<file path="src/rtl/uart_tx_mmio_pkg.sv">
// uart_tx_mmio_pkg: serializer state encodings and UART MMIO address map
package uart_tx_mmio_pkg;
  typedef logic [1:0] tx_state_t;
  localparam tx_state_t ST_IDLE  = 2'd0;
  localparam tx_state_t ST_START = 2'd1;
  localparam tx_state_t ST_DATA  = 2'd2;
  localparam tx_state_t ST_STOP  = 2'd3;
  localparam logic [31:0] UART_CTRL_ADDR   = 32'h8000_0000;
  localparam logic [31:0] UART_STATUS_ADDR = 32'h8000_0004;
  localparam logic [31:0] UART_TX_ADDR     = 32'h8000_0008;
  localparam logic [31:0] UART_RX_ADDR     = 32'h8000_000C;
endpackage

</file>
<file path="src/rtl/uart_tx_mmio_if.sv">
// uart_tx_mmio_if: CPU-side write strobe/data and transmitter status
interface uart_tx_mmio_if;
  logic       we;
  logic [7:0] din;
  logic       tx_ready;
  logic       tx_busy;
  logic       overflow;
  logic       serial_out;
  modport master (output we, din, input tx_ready, tx_busy, overflow, serial_out);
  modport slave  (input we, din, output tx_ready, tx_busy, overflow, serial_out);
endinterface

</file>
<file path="src/rtl/uart_tx_mmio_sync_fifo.sv">
// sync_fifo: single-clock FIFO; pushes when full and pops when empty are ignored
module sync_fifo #(
  parameter int WIDTH = 8,
  parameter int DEPTH = 4,
  localparam int AW = $clog2(DEPTH)
) (
  input  logic             clk,
  input  logic             reset,
  input  logic             push,
  input  logic             pop,
  input  logic [WIDTH-1:0] wdata,
  output logic [WIDTH-1:0] rdata,
  output logic             full,
  output logic             empty,
  output logic [AW:0]      count
);
  logic [WIDTH-1:0] mem [DEPTH];
  logic [AW-1:0] wptr_q, wptr_d, rptr_q, rptr_d;
  logic [AW:0] count_q, count_d;
  logic do_push, do_pop;
  always_comb begin
    full    = count_q == (AW+1)'(DEPTH);
    empty   = count_q == '0;
    do_push = push && !full;
    do_pop  = pop && !empty;
    wptr_d  = do_push ? wptr_q + 1'b1 : wptr_q;
    rptr_d  = do_pop ? rptr_q + 1'b1 : rptr_q;
    count_d = count_q + {{AW{1'b0}}, do_push} - {{AW{1'b0}}, do_pop};
    rdata   = mem[rptr_q];
    count   = count_q;
  end
  always_ff @(posedge clk or posedge reset)
    if (reset) begin
      wptr_q  <= '0;
      rptr_q  <= '0;
      count_q <= '0;
    end else begin
      wptr_q  <= wptr_d;
      rptr_q  <= rptr_d;
      count_q <= count_d;
    end
  always_ff @(posedge clk)
    if (do_push) mem[wptr_q] <= wdata;
endmodule

</file>
<file path="src/rtl/uart_tx_mmio.sv">
// uart_tx_mmio: queued 8N1 UART transmitter behind the MIPS150 UART write port
module uart_tx_mmio
  import uart_tx_mmio_pkg::*;
#(
  parameter int CLOCK_FREQ = 50000000,
  parameter int BAUD_RATE  = 115200,
  parameter int FIFO_DEPTH = 4
) (
  input logic           clk,
  input logic           reset,
  uart_tx_mmio_if.slave bus
);
  localparam int CPB = CLOCK_FREQ / BAUD_RATE;
  localparam int CW  = CPB > 1 ? $clog2(CPB) : 1;
  localparam int AW  = $clog2(FIFO_DEPTH);
  tx_state_t state_q, state_d;
  logic [CW-1:0] baud_q, baud_d;
  logic [2:0] bit_q, bit_d;
  logic [7:0] shift_q, shift_d, head;
  logic overflow_q, overflow_d;
  logic tick, pop, full, empty;
  logic [AW:0] count;
  sync_fifo #(.WIDTH(8), .DEPTH(FIFO_DEPTH)) u_fifo (
    .clk(clk), .reset(reset), .push(bus.we), .pop(pop), .wdata(bus.din),
    .rdata(head), .full(full), .empty(empty), .count(count)
  );
  // a pop in STOP chains straight into the next START with no idle bit
  always_comb begin
    tick       = baud_q == CW'(CPB - 1);
    pop        = !empty && (state_q == ST_IDLE || (state_q == ST_STOP && tick));
    baud_d     = (state_q == ST_IDLE || tick) ? '0 : baud_q + 1'b1;
    bit_d      = state_q == ST_DATA ? bit_q + {2'b0, tick} : '0;
    shift_d    = pop ? head : (state_q == ST_DATA && tick) ? shift_q >> 1 : shift_q;
    overflow_d = overflow_q || (bus.we && full);
    state_d    = pop ? ST_START :
                 (state_q == ST_IDLE || !tick) ? state_q :
                 state_q == ST_START ? ST_DATA :
                 state_q == ST_DATA ? (bit_q == 3'd7 ? ST_STOP : ST_DATA) : ST_IDLE;
  end
  always_ff @(posedge clk or posedge reset)
    if (reset) begin
      state_q    <= ST_IDLE;
      baud_q     <= '0;
      bit_q      <= '0;
      shift_q    <= '0;
      overflow_q <= 1'b0;
    end else begin
      state_q    <= state_d;
      baud_q     <= baud_d;
      bit_q      <= bit_d;
      shift_q    <= shift_d;
      overflow_q <= overflow_d;
    end
  assign bus.serial_out = state_q == ST_START ? 1'b0 : state_q == ST_DATA ? shift_q[0] : 1'b1;
  assign bus.tx_ready   = !full;
  assign bus.tx_busy    = state_q != ST_IDLE || count != '0;
  assign bus.overflow   = overflow_q;
endmodule

</file>
<file path="src/flat_wrapper.sv">
// flat-port wrapper written by rule: the top's interface ports become plain ports
module uart_tx_mmio_flat import uart_tx_mmio_pkg::*;
#(
  parameter int CLOCK_FREQ = 50000000,
  parameter int BAUD_RATE  = 115200,
  parameter int FIFO_DEPTH = 4
)
  (clk, reset, bus_we, bus_din, bus_tx_ready, bus_tx_busy, bus_overflow, bus_serial_out);
  uart_tx_mmio_if bus_i ();
  input logic clk;
  input logic reset;
  input wire logic [$bits(bus_i.we)-1:0] bus_we;
  input wire logic [$bits(bus_i.din)-1:0] bus_din;
  output wire logic [$bits(bus_i.tx_ready)-1:0] bus_tx_ready;
  output wire logic [$bits(bus_i.tx_busy)-1:0] bus_tx_busy;
  output wire logic [$bits(bus_i.overflow)-1:0] bus_overflow;
  output wire logic [$bits(bus_i.serial_out)-1:0] bus_serial_out;
  assign bus_i.we = bus_we;
  assign bus_i.din = bus_din;
  assign bus_tx_ready = bus_i.tx_ready;
  assign bus_tx_busy = bus_i.tx_busy;
  assign bus_overflow = bus_i.overflow;
  assign bus_serial_out = bus_i.serial_out;
  uart_tx_mmio #(.CLOCK_FREQ(CLOCK_FREQ), .BAUD_RATE(BAUD_RATE), .FIFO_DEPTH(FIFO_DEPTH)) u_core (.clk(clk), .reset(reset), .bus(bus_i));
endmodule
</file>
<file path="config.mk">
export PLATFORM = sky130hd
export DESIGN_NAME = uart_tx_mmio_flat
export DESIGN_NICKNAME = d
export VERILOG_FILES = /design/src/rtl/uart_tx_mmio_pkg.sv /design/src/rtl/uart_tx_mmio_if.sv /design/src/rtl/uart_tx_mmio_sync_fifo.sv /design/src/rtl/uart_tx_mmio.sv /design/src/flat_wrapper.sv
export SDC_FILE = /design/constraint.sdc
export NUM_CORES = 1
export LEC_CHECK = 0
export BUFFER_PORTS_ARGS = -buffer_cell sky130_fd_sc_hd__buf_2
export CORE_MARGIN = 2
export CORE_UTILIZATION = 38
export DETAILED_ROUTE_END_ITERATION = 8
export SKIP_CTS_REPAIR_TIMING = 1
export SYNTH_ARGS = -nofsm -noshare
export SYNTH_HDL_FRONTEND = slang
export SYNTH_SLANG_ARGS = --single-unit
</file>
<file path="constraint.sdc">
create_clock -name clk -period 6.2 [get_ports clk]
set_input_delay 0.62 -clock clk [delete_from_list [all_inputs] [get_ports clk]]
set_output_delay 0.62 -clock clk [all_outputs]
set_load 0.02 [all_outputs]
</file>
# Yosys cells after proc, flatten, opt, wreduce, memory -nomap -nowiden
# Memories as Yosys holds them, arrays and structs flattened.
# Index checks and enable logic that the tools add are counted.
[totals] regBits=30 ramBits=32 out_inout_bits=4 n_memories=1
[mem_list] memory="u_core.u_fifo.mem" depth=4 width=8 rd=1 rd_ports_with_merged_regs=0 write_ports=1 line_no="uart_tx_mmio_sync_fifo.sv:17" rtl="logic [WIDTH-1:0] mem [DEPTH];"
[op_classes] n_addsub=6 eq_ne=7 mux=13 reduce_logical=19
[ops] op="8-bit 2-to-1 mux" n=2
[ops] op="9-bit by 1-bit adder with 9-bit output, second input constant" n=1
[ops] op="9-bit equality test, second input constant" n=1
[ops] op="9-bit 2-to-1 mux" n=1
[ops] op="2-bit 2-to-1 mux" n=4
[ops] op="3-bit by 1-bit adder with 3-bit output" n=2
[ops] op="3-bit equality test, second input constant" n=2
[ops] op="1-bit logical AND" n=6
[ops] op="1-bit logical OR" n=5
[ops] op="1-bit 2-to-1 mux" n=5
[ops] op="2-bit by 1-bit adder with 2-bit output, second input constant" n=2
[ops] op="2-bit equality test, second input constant" n=2
[ops] op="2-bit nonzero test" n=2
[ops] op="1-bit zero test" n=3
[ops] op="3-bit zero test" n=1
[ops] op="3-bit 2-to-1 mux" n=1
[ops] op="3-bit nonzero test" n=1
[ops] op="3-bit by 1-bit subtractor with 3-bit output" n=1
[ops] op="2-bit by 1-bit equality test with 1-bit output, second input constant" n=1
[ops] op="2-bit zero test" n=1
[ops] op="2-bit inequality test, second input constant" n=1

# Logic depth before layout (Yosys ltp)
# Gate-level depths: netlist of run 1.
[logic_depth] ltp_word=6 mapped_depth=10

# By module
# From an unflattened synthesis of run 1, not the netlist that was laid out.
[hier_totals] cells_unflattened=185 hier_area_um2=2819.0
[by_module_without_submodules] mod="sync_fifo" n_inst=1 cells_per_inst=84 area_each_um2=1626.6 seq_area_each_um2=1136.1
[by_module_without_submodules] mod="uart_tx_mmio" n_inst=1 cells_per_inst=101 area_each_um2=1192.4 seq_area_each_um2=575.6

# Worst setup path after synthesis of run 1
# No wires, ideal clock.
[synth_timing] path_type="flip-flop to flip-flop" start="register u_core.baud_q[0]" end="register u_core.u_fifo.count_q[2], in the netlist u_core.u_fifo.count[2]" setup_time_ps=123 t_arrival_ps=2440 required_ps=6077 setup_slack_ps=3638 stages_incl_launch_ff=10 n_path_buf=0 synth_period_minus_slack_ps=2562 cell_sequence="dfrtp_1 -> ha_1 -> and4_1 -> a31oi_1 -> nor2_8 -> ha_1 -> inv_1 -> ha_1 -> fa_1 -> xnor2_1"
[synth_via] elab_chain_len=6
[synth_rtl] element="start: declaration" line_no="uart_tx_mmio.sv:17" rtl="logic [CW-1:0] baud_q, baud_d;"
[synth_rtl] element="start signal: assignment" line_no="uart_tx_mmio.sv:49" rtl="baud_q <= baud_d;"
[synth_rtl] element="9-bit equality test" line_no="uart_tx_mmio.sv:29" rtl="tick = baud_q == CW'(CPB - 1);"
[synth_rtl] element="1-bit logical AND" line_no="uart_tx_mmio.sv:30" rtl="pop = !empty && (state_q == ST_IDLE || (state_q == ST_STOP && tick));"
[synth_rtl] element="1-bit logical OR" line_no="uart_tx_mmio.sv:30"
[synth_rtl] element="1-bit logical AND" line_no="uart_tx_mmio.sv:30"
[synth_rtl] element="1-bit logical AND" line_no="uart_tx_mmio_sync_fifo.sv:25" rtl="do_pop = pop && !empty;"
[synth_rtl] element="named net u_core.u_fifo.do_pop" line_no="uart_tx_mmio_sync_fifo.sv:20" rtl="logic do_push, do_pop;"
[synth_rtl] element="3-bit by 1-bit subtractor with 3-bit output" line_no="uart_tx_mmio_sync_fifo.sv:28" rtl="count_d = count_q + {{AW{1'b0}}, do_push} - {{AW{1'b0}}, do_pop};"
[synth_rtl] element="named net u_core.u_fifo.count_d[2]" line_no="uart_tx_mmio_sync_fifo.sv:19" rtl="logic [AW:0] count_q, count_d;"
[synth_rtl] element="end signal: assignment" line_no="uart_tx_mmio_sync_fifo.sv:40" rtl="count_q <= count_d;"
[synth_rtl] element="end: declaration" line_no="uart_tx_mmio_sync_fifo.sv:19"
# The timed path passes the listed nets, and every way through them passes these cells.
# A chain may end at the register's enable or synchronous reset.

# Final worst setup path of run 1
# Ends and elaborated chain as after synthesis.

==> metrics, run 1 <==
initial drt markers 52; routability-driven placement congestion ratio 0.699; final wirelength 4.29 mm; Worst Path Max Fanout 10; Distinct cells, synth 33; pwr/cell area 331 mW/mm^2; Root Driver clkbuf_8; Synth Area in XOR/XNOR 0.0351; post-layout min period 2730 ps; vias in the first global route 1482; achievable clock frequency 366 MHz; ANT cells 0; clock power share 0.349; Inst Count DP 284; Pins Over Slew Limit 0; Commonest cells post-synth 32 x edfxtp_1, 30 x dfrtp_1, 16 x mux2_2; largest family of logic cells by synthesized area multiplexers; Num CTS Buffers 9; Synth area leaders edfxtp_1 35%, dfrtp_1 27%, mux2_2 6.6%; Core Box Area 0.00691 mm^2; Worst path max stage delay 530 ps; CP Buf/Inv Count 1; Sw Ratio 0.277; Initial Util 0.398; CP most frequent cell ha_1; Worst Tran Pin Value 625 ps; Sink Count 62; area grow syn2layout 14.2%; Reg-to-Reg Start u_core.baud_q[0]; RSZ-0062 raised after global routing no; sequential-to-total area share from yosys stat 0.623; Worst path slowest cell a31oi_1; Worst R2R End u_core.u_fifo.count[2]; leakage 1.27 nW; DR pass1 iterations 4; dpl hpwl 2.92 mm; PortBufs 14; Slew HR 0.582; Async SR Flop Fraction 0.484; Combinational Power Share 0.135; crit end category flip-flop; Routed Antenna Nets 0; flops & latches, synth 62; CTS Buffer Depth 2; crit path kind flip-flop to flip-flop; Reg power frac 0.516; GRT Resource Usage Total 0.130; fraction of layout instances using a drive strength above 1 0.304; mux cell area share after synthesis 0.135; final-report setup violation count 0; CP required 6430 ps; DR WL/cell 14.3 um; Cell Area, Synth 0.00275 mm^2; fin nets 225; Final Hold Vio Count 0; worst skew pair latency 340 ps; worst clock skew 7.24 ps; top cell type's share of synthesized area 0.350; Max VDD drop 0.178 mV; Post-synth EDFFs 32; Post-Synthesis Cells 176; Final Non-Filler Cells 300; drt drc 0; num rows 30; die height 89.0 um; CP cell instances ha_1, and4_1, a31oi_1, nor2_8, ha_1, inv_1, ha_1, fa_1, xnor2_1; syn nets 202; min-delay worst type primary input to asynchronous set/reset pin; CTS tree done; io pins 15; post-synthesis compound-gate area fraction 0.0219; cells on worst reg2reg path 9; Internal 0.751 mW; total gr overflow 0; count leader, synth edfxtp_1; status complete, no violations; crit start category flip-flop; YS warnings 0; largest net degree at the start of global routing 31; Setup TNS 0 ps; first-pass GRT wire length 7.34 mm; Yosys top cell by area edfxtp_1; vias per inst 4.74; Main synth FF type edfxtp_1; Max Cap Violations 0; Tcrit/Tclk final 0.441; initial antenna violation count 0; Synth Area in Simple Gates 0.0925; H-tree Lvls 3; crit-path leading delay family adder cells; synthesized-area fraction occupied by adder cells 0.0711; die area 0.00792 mm^2; Worst-path clk slew 80 ps; Die X-Extent 89.0 um; NetSw 0.288 mW; via count 1422; Data arrival, critical path 2960 ps; r2r setup slk 3470 ps; Syn Area/Cell 15.6 um^2
==> worst max path at each step <==
stage / from / endpoint / slack (ps) / depth (start not counted)
floorplan: u_core.baud_q[0] / u_core.u_fifo.count[2] / 3640 / 9
global placement: u_core.baud_q[0] / u_core.u_fifo.count[2] / 3540 / 9
detailed placement: u_core.baud_q[0] / u_core.u_fifo.count[2] / 3470 / 9
CTS: u_core.baud_q[0] / u_core.u_fifo.count[2] / 3450 / 9
global route: u_core.baud_q[0] / u_core.u_fifo.count[2] / 3350 / 9
finish: u_core.baud_q[0] / u_core.u_fifo.count[2] / 3470 / 9
==> metal layers <==
| metal | global-route usage | part of all wire | wire [um] | up-vias |
|---|---|---|---|---|
| li1 | - | - | - | 686 |
| met1 | 0.171 | 0.48 | 2070 | 708 |
| met2 | 0.189 | 0.47 | 2020 | 24 |
| met3 | 0.0452 | 0.038 | 163 | 4 |
| met4 | 0.0692 | 0.0098 | 42 | 0 |
| met5 | 0 | 0 | 0 | - |
==> registers in the layout (all words and copies together), names as in the netlist <==
name and cells:
u_core.shift_q 8, u_core.u_fifo.mem 32, u_core.state_q 2, u_core.u_fifo.rptr_q 2
u_core.bus.overflow 1, u_core.u_fifo.count 3, u_core.baud_q 9, u_core.bit_q 3
u_core.u_fifo.wptr_q 2
==> through the flow <==
step / cell area [um^2] / worst slack (ps) / util / total power, mW / hold slack, ps
6_report: 3140 / 3470 / 0.454 / 1.04 / 349
3_3_place_gp: 2930 / 3540 / 0.424 / 0.686 / 466
3_5_place_dp: 2930 / 3470 / 0.424 / 0.690 / 460
4_1_cts: 3140 / 3450 / 0.454 / 1.06 / 349
2_1_floorplan: 2750 / 3640 / - / 0.641 / 452
5_1_grt: 3140 / 3350 / 0.454 / 1.10 / 380
==> cells by family (layout without fill, tap and decap cells) <==
kind of cell / Yosys count / after routing
and+or+nand+nor: 38 / 38
xor gates and xnor gates: 11 / 11
AOI/OAI and AO/OA: 10 / 10
adders and majority gates: 15 / 15
muxes: 25 / 25
buffers and inverters: 15 / 43
DFF: 62 / 62
==> cell usage in the layout (no fill, tap or decap), types with 2 or more instances in the layout <==
cell type,count
a21oi_1,3
and2_1,4
and3_1,5
buf_2,14
clkbuf_8,9
clkinv_4,3
dfrtp_1,30
edfxtp_1,32
ha_1,14
inv_1,12
inv_6,2
mux2_2,16
mux4_2,8
nand2_1,6
nand3_1,4
nor2_1,8
o21ai_0,3
or3_1,2
xnor2_1,5
xor2_1,6
==> final cells by class <==
| class | instances | area (um^2) |
|---|---|---|
| Clock buffer | 9 | 124 |
| Clock inverter | 7 | 81.3 |
| Fill cell | 647 | 3770 |
| Inverter | 12 | 45.0 |
| Multi-Input combinational cell | 99 | 976 |
| Sequential cell | 62 | 1710 |
| Tap cell | 96 | 120 |
| Timing Repair Buffer | 15 | 77.6 |
==> power groups by stage <==
stage	Combinational, mW	Clock, mW	Sequential, mW
CTS	0.146	0.376	0.537
detailed placement	0.146	0	0.545
floorplan	0.101	0	0.540
global placement	0.142	0	0.545
finish	0.140	0.362	0.536
global route	0.160	0.393	0.542
==> worst register-to-register path: cells and delay by family (launching register included) <==
kind,cells,cell delay (ps)
adder cells (fa/ha/maj),4,1150
AND/OR/NAND/NOR,2,380
buffers and inverters,1,40
AO/OA/AOI/OAI,1,530
flip-flops,1,410
XOR/XNOR,1,130
(Power assumes the default switching activity.)
==> run 2: changes to the inputs <==
Clock period 6.2 ns to 2.4 ns, I/O delays scaled along.
==> run 2 against run 1 <==
  * Register-to-register slack got worse by 3300 ps
  * Design area rose by 2.5%
  * Highest routed layer unchanged
  * First-iteration DRC count rose by 42%
  * Cell count rose by 2.7%
  * Global-route usage fell by 0.059 points
  * Wire length fell by 0.47%
  * Via count fell by 0.21%
  * Clock-buffer cell count did not move
  * Largest cell class unchanged
  * Non-clock buffer count rose by 8
  * Core utilization rose by 1.1 points
  * Fmax rose by 21%
==> metrics, run 2 (same netlist as run 1, synthesis figures left out) <==
status complete, no violations; pwr/cell area 834 mW/mm^2 (+150%); leading registers by flop count u_core.u_fifo.mem (32), u_core.baud_q (9), u_core.shift_q (8); Core Box Area 0.00691 mm^2 (unchanged); Tcrit/Tclk final 0.941 (+0.501); most common cell after layout, fill and taps aside edfxtp_1; Slew HR 0.594 (+0.0124); fin nets 233 (+3.6%); Worst path max stage delay 430 ps (-100 ps); Num CTS Buffers 9 (unchanged); die height 89.0 um (unchanged); vias per inst 4.61 (-2.8%); post-layout min period 2260 ps (-473 ps); Routed Antenna Nets 0 (unchanged); r2r setup slk 140 ps (-3330 ps); min-delay worst type primary input to flip-flop; CTS Buffer Depth 2 (unchanged); Worst Path Max Fanout 2 (-8); Setup TNS 0 ps (unchanged); RSZ-0062 raised after global routing no; crit start category flip-flop; worst skew pair latency 340 ps (about the same); fraction of layout instances using a drive strength above 1 0.330 (+0.0263); max reg flops 32 (unchanged); achievable clock frequency 443 MHz (+21%); vias in the first global route 1470 (-0.81%); cells on worst reg2reg path 9 (unchanged); die area 0.00792 mm^2 (unchanged); most frequent cells in the layout 32 x edfxtp_1, 30 x dfrtp_1, 16 x mux2_2; Root Driver clkbuf_8; initial drt markers 74 (+42%); Die X-Extent 89.0 um (unchanged); Worst path slowest cell fa_1; DR pass1 iterations 4 (unchanged); Placed Instance Area 0.00299 mm^2 (+2.0%); largest net degree at the start of global routing 31 (unchanged); crit path kind flip-flop to flip-flop; final wirelength 4.27 mm (-0.47%); Critical Path Start u_core.baud_q[0]; routability-driven placement congestion ratio 0.701 (+0.40%); H-tree Lvls 3 (unchanged); Reg power frac 0.517 (about the same); via count 1419 (-0.21%); worst clock skew 8.60 ps (+1.36 ps); Final Hold Vio Count 0 (unchanged); CTS tree done; dpl hpwl 2.87 mm (-1.8%); Worst R2R End u_core.u_fifo.count[2]; CP most frequent cell ha_1; ANT cells 0 (unchanged); PortBufs 14 (unchanged); Worst Tran Pin Value 609 ps (-15.7 ps); worst setup path end u_core.u_fifo.count[2]; Worst-path clk slew 80 ps (about the same); final-report setup violation count 0 (unchanged); io pins 15 (unchanged); Final Cell Area 0.00321 mm^2 (+2.5%); drt drc 0 (unchanged); Data arrival, critical path 2490 ps (-470 ps); Reg-to-Reg Start u_core.baud_q[0]; crit end category flip-flop; Combinational Power Share 0.137 (+0.002); Largest Register u_core.u_fifo.mem; Internal 1.95 mW (+160%); Initial Util 0.398 (unchanged); num rows 30 (unchanged); Max VDD drop 0.576 mV (+220%); area grow syn2layout 17.0%; GRT Resource Usage Total 0.129 (-0.000588); initial antenna violation count 0 (unchanged); Sw Ratio 0.273 (-0.00380); clock power share 0.346 (-0.003); NetSw 0.732 mW (+150%); Max Cap Violations 0 (unchanged); DR WL/cell 13.9 um (-3.1%); CP cell instances ha_1, and4_1, a31oi_4, nor2_8, ha_1, inv_1, ha_1, fa_1, xnor2_1; Sink Count 62 (unchanged); leakage 1.31 nW (+3.4%); CP required 2630 ps (-3800 ps); first-pass GRT wire length 7.35 mm (about the same); Pins Over Slew Limit 0 (unchanged); total gr overflow 0 (unchanged)
==> run 2: changes by cell type in the layout (fill, tap and decap cells not counted), sizes merged <==
cell and delta:
buf +7, clkinv -1, dlygate4sd3 +1, inv +1
==> run 2: worst min path at each step <==
| stage | from | slack [ps] | cells past startpoint | endpoint |
|---|---|---|---|---|
| final | bus_din[7] | 110 | 1 | u_core.u_fifo.mem[3][7] |
| after global routing | bus_din[7] | 90 | 1 | u_core.u_fifo.mem[2][7] |
| after CTS | reset | -40 | 3 | u_core.u_fifo.count[2] |
| after detailed placement | reset | 340 | 3 | u_core.u_fifo.count[1] |
| after global placement | reset | 340 | 3 | u_core.u_fifo.count[1] |
| after floorplan | reset | 330 | 1 | u_core.baud_q[0] |
==> run 2: worst max-delay path, delay by kind of cell (launching register included) <==
| kind | cells | cell delay (ps) |
|---|---|---|
| adder cells (fa/ha/maj) | 4 | 1100 |
| AO/OA/AOI/OAI | 1 | 230 |
| flip-flops | 1 | 380 |
| XOR/XNOR | 1 | 130 |
| AND/OR/NAND/NOR | 2 | 270 |
| buffers and inverters | 1 | 40 |
==> run 2: routing by layer <==
layer / GRT usage / wire, um / vias to the layer above
li1: - / - / 700
met1: 0.159 / 1970 / 692
met2: 0.201 / 2080 / 22
met3: 0.0462 / 164 / 5
met4: 0.0651 / 56 / 0
met5: 0 / 0 / -
==> run 2: through the flow <==
step                cells  hold WS, ps  total power [mW]  setup slack (ps)   util
floorplan             176          331              1.65              21.5      -
global placement      290          338              1.77               112  0.433
detailed placement    290          342              1.79              80.3  0.433
CTS                   306        -35.5              2.72              75.7  0.463
global route          308         93.7              2.84              11.2  0.465
finish                308          110              2.68               141  0.465
==> run 2: cell type report <==
cell class,instances,area (um^2)
Clock inverter,7,81.3
Fill cell,625,3690
Inverter,12,45.0
Multi-Input combinational cell,99,991
Clock buffer,9,124
Tap cell,96,120
Timing Repair Buffer,23,140
Sequential cell,62,1710
==> run 2: power groups by stage <==
| stage | clock (mW) | sequential, mW | combinational [mW] |
|---|---|---|---|
| final | 0.927 | 1.38 | 0.367 |
| after global placement | 0 | 1.40 | 0.369 |
| after global routing | 1.01 | 1.40 | 0.424 |
| after floorplan | 0 | 1.39 | 0.260 |
| after CTS | 0.959 | 1.39 | 0.377 |
| after detailed placement | 0 | 1.40 | 0.382 |
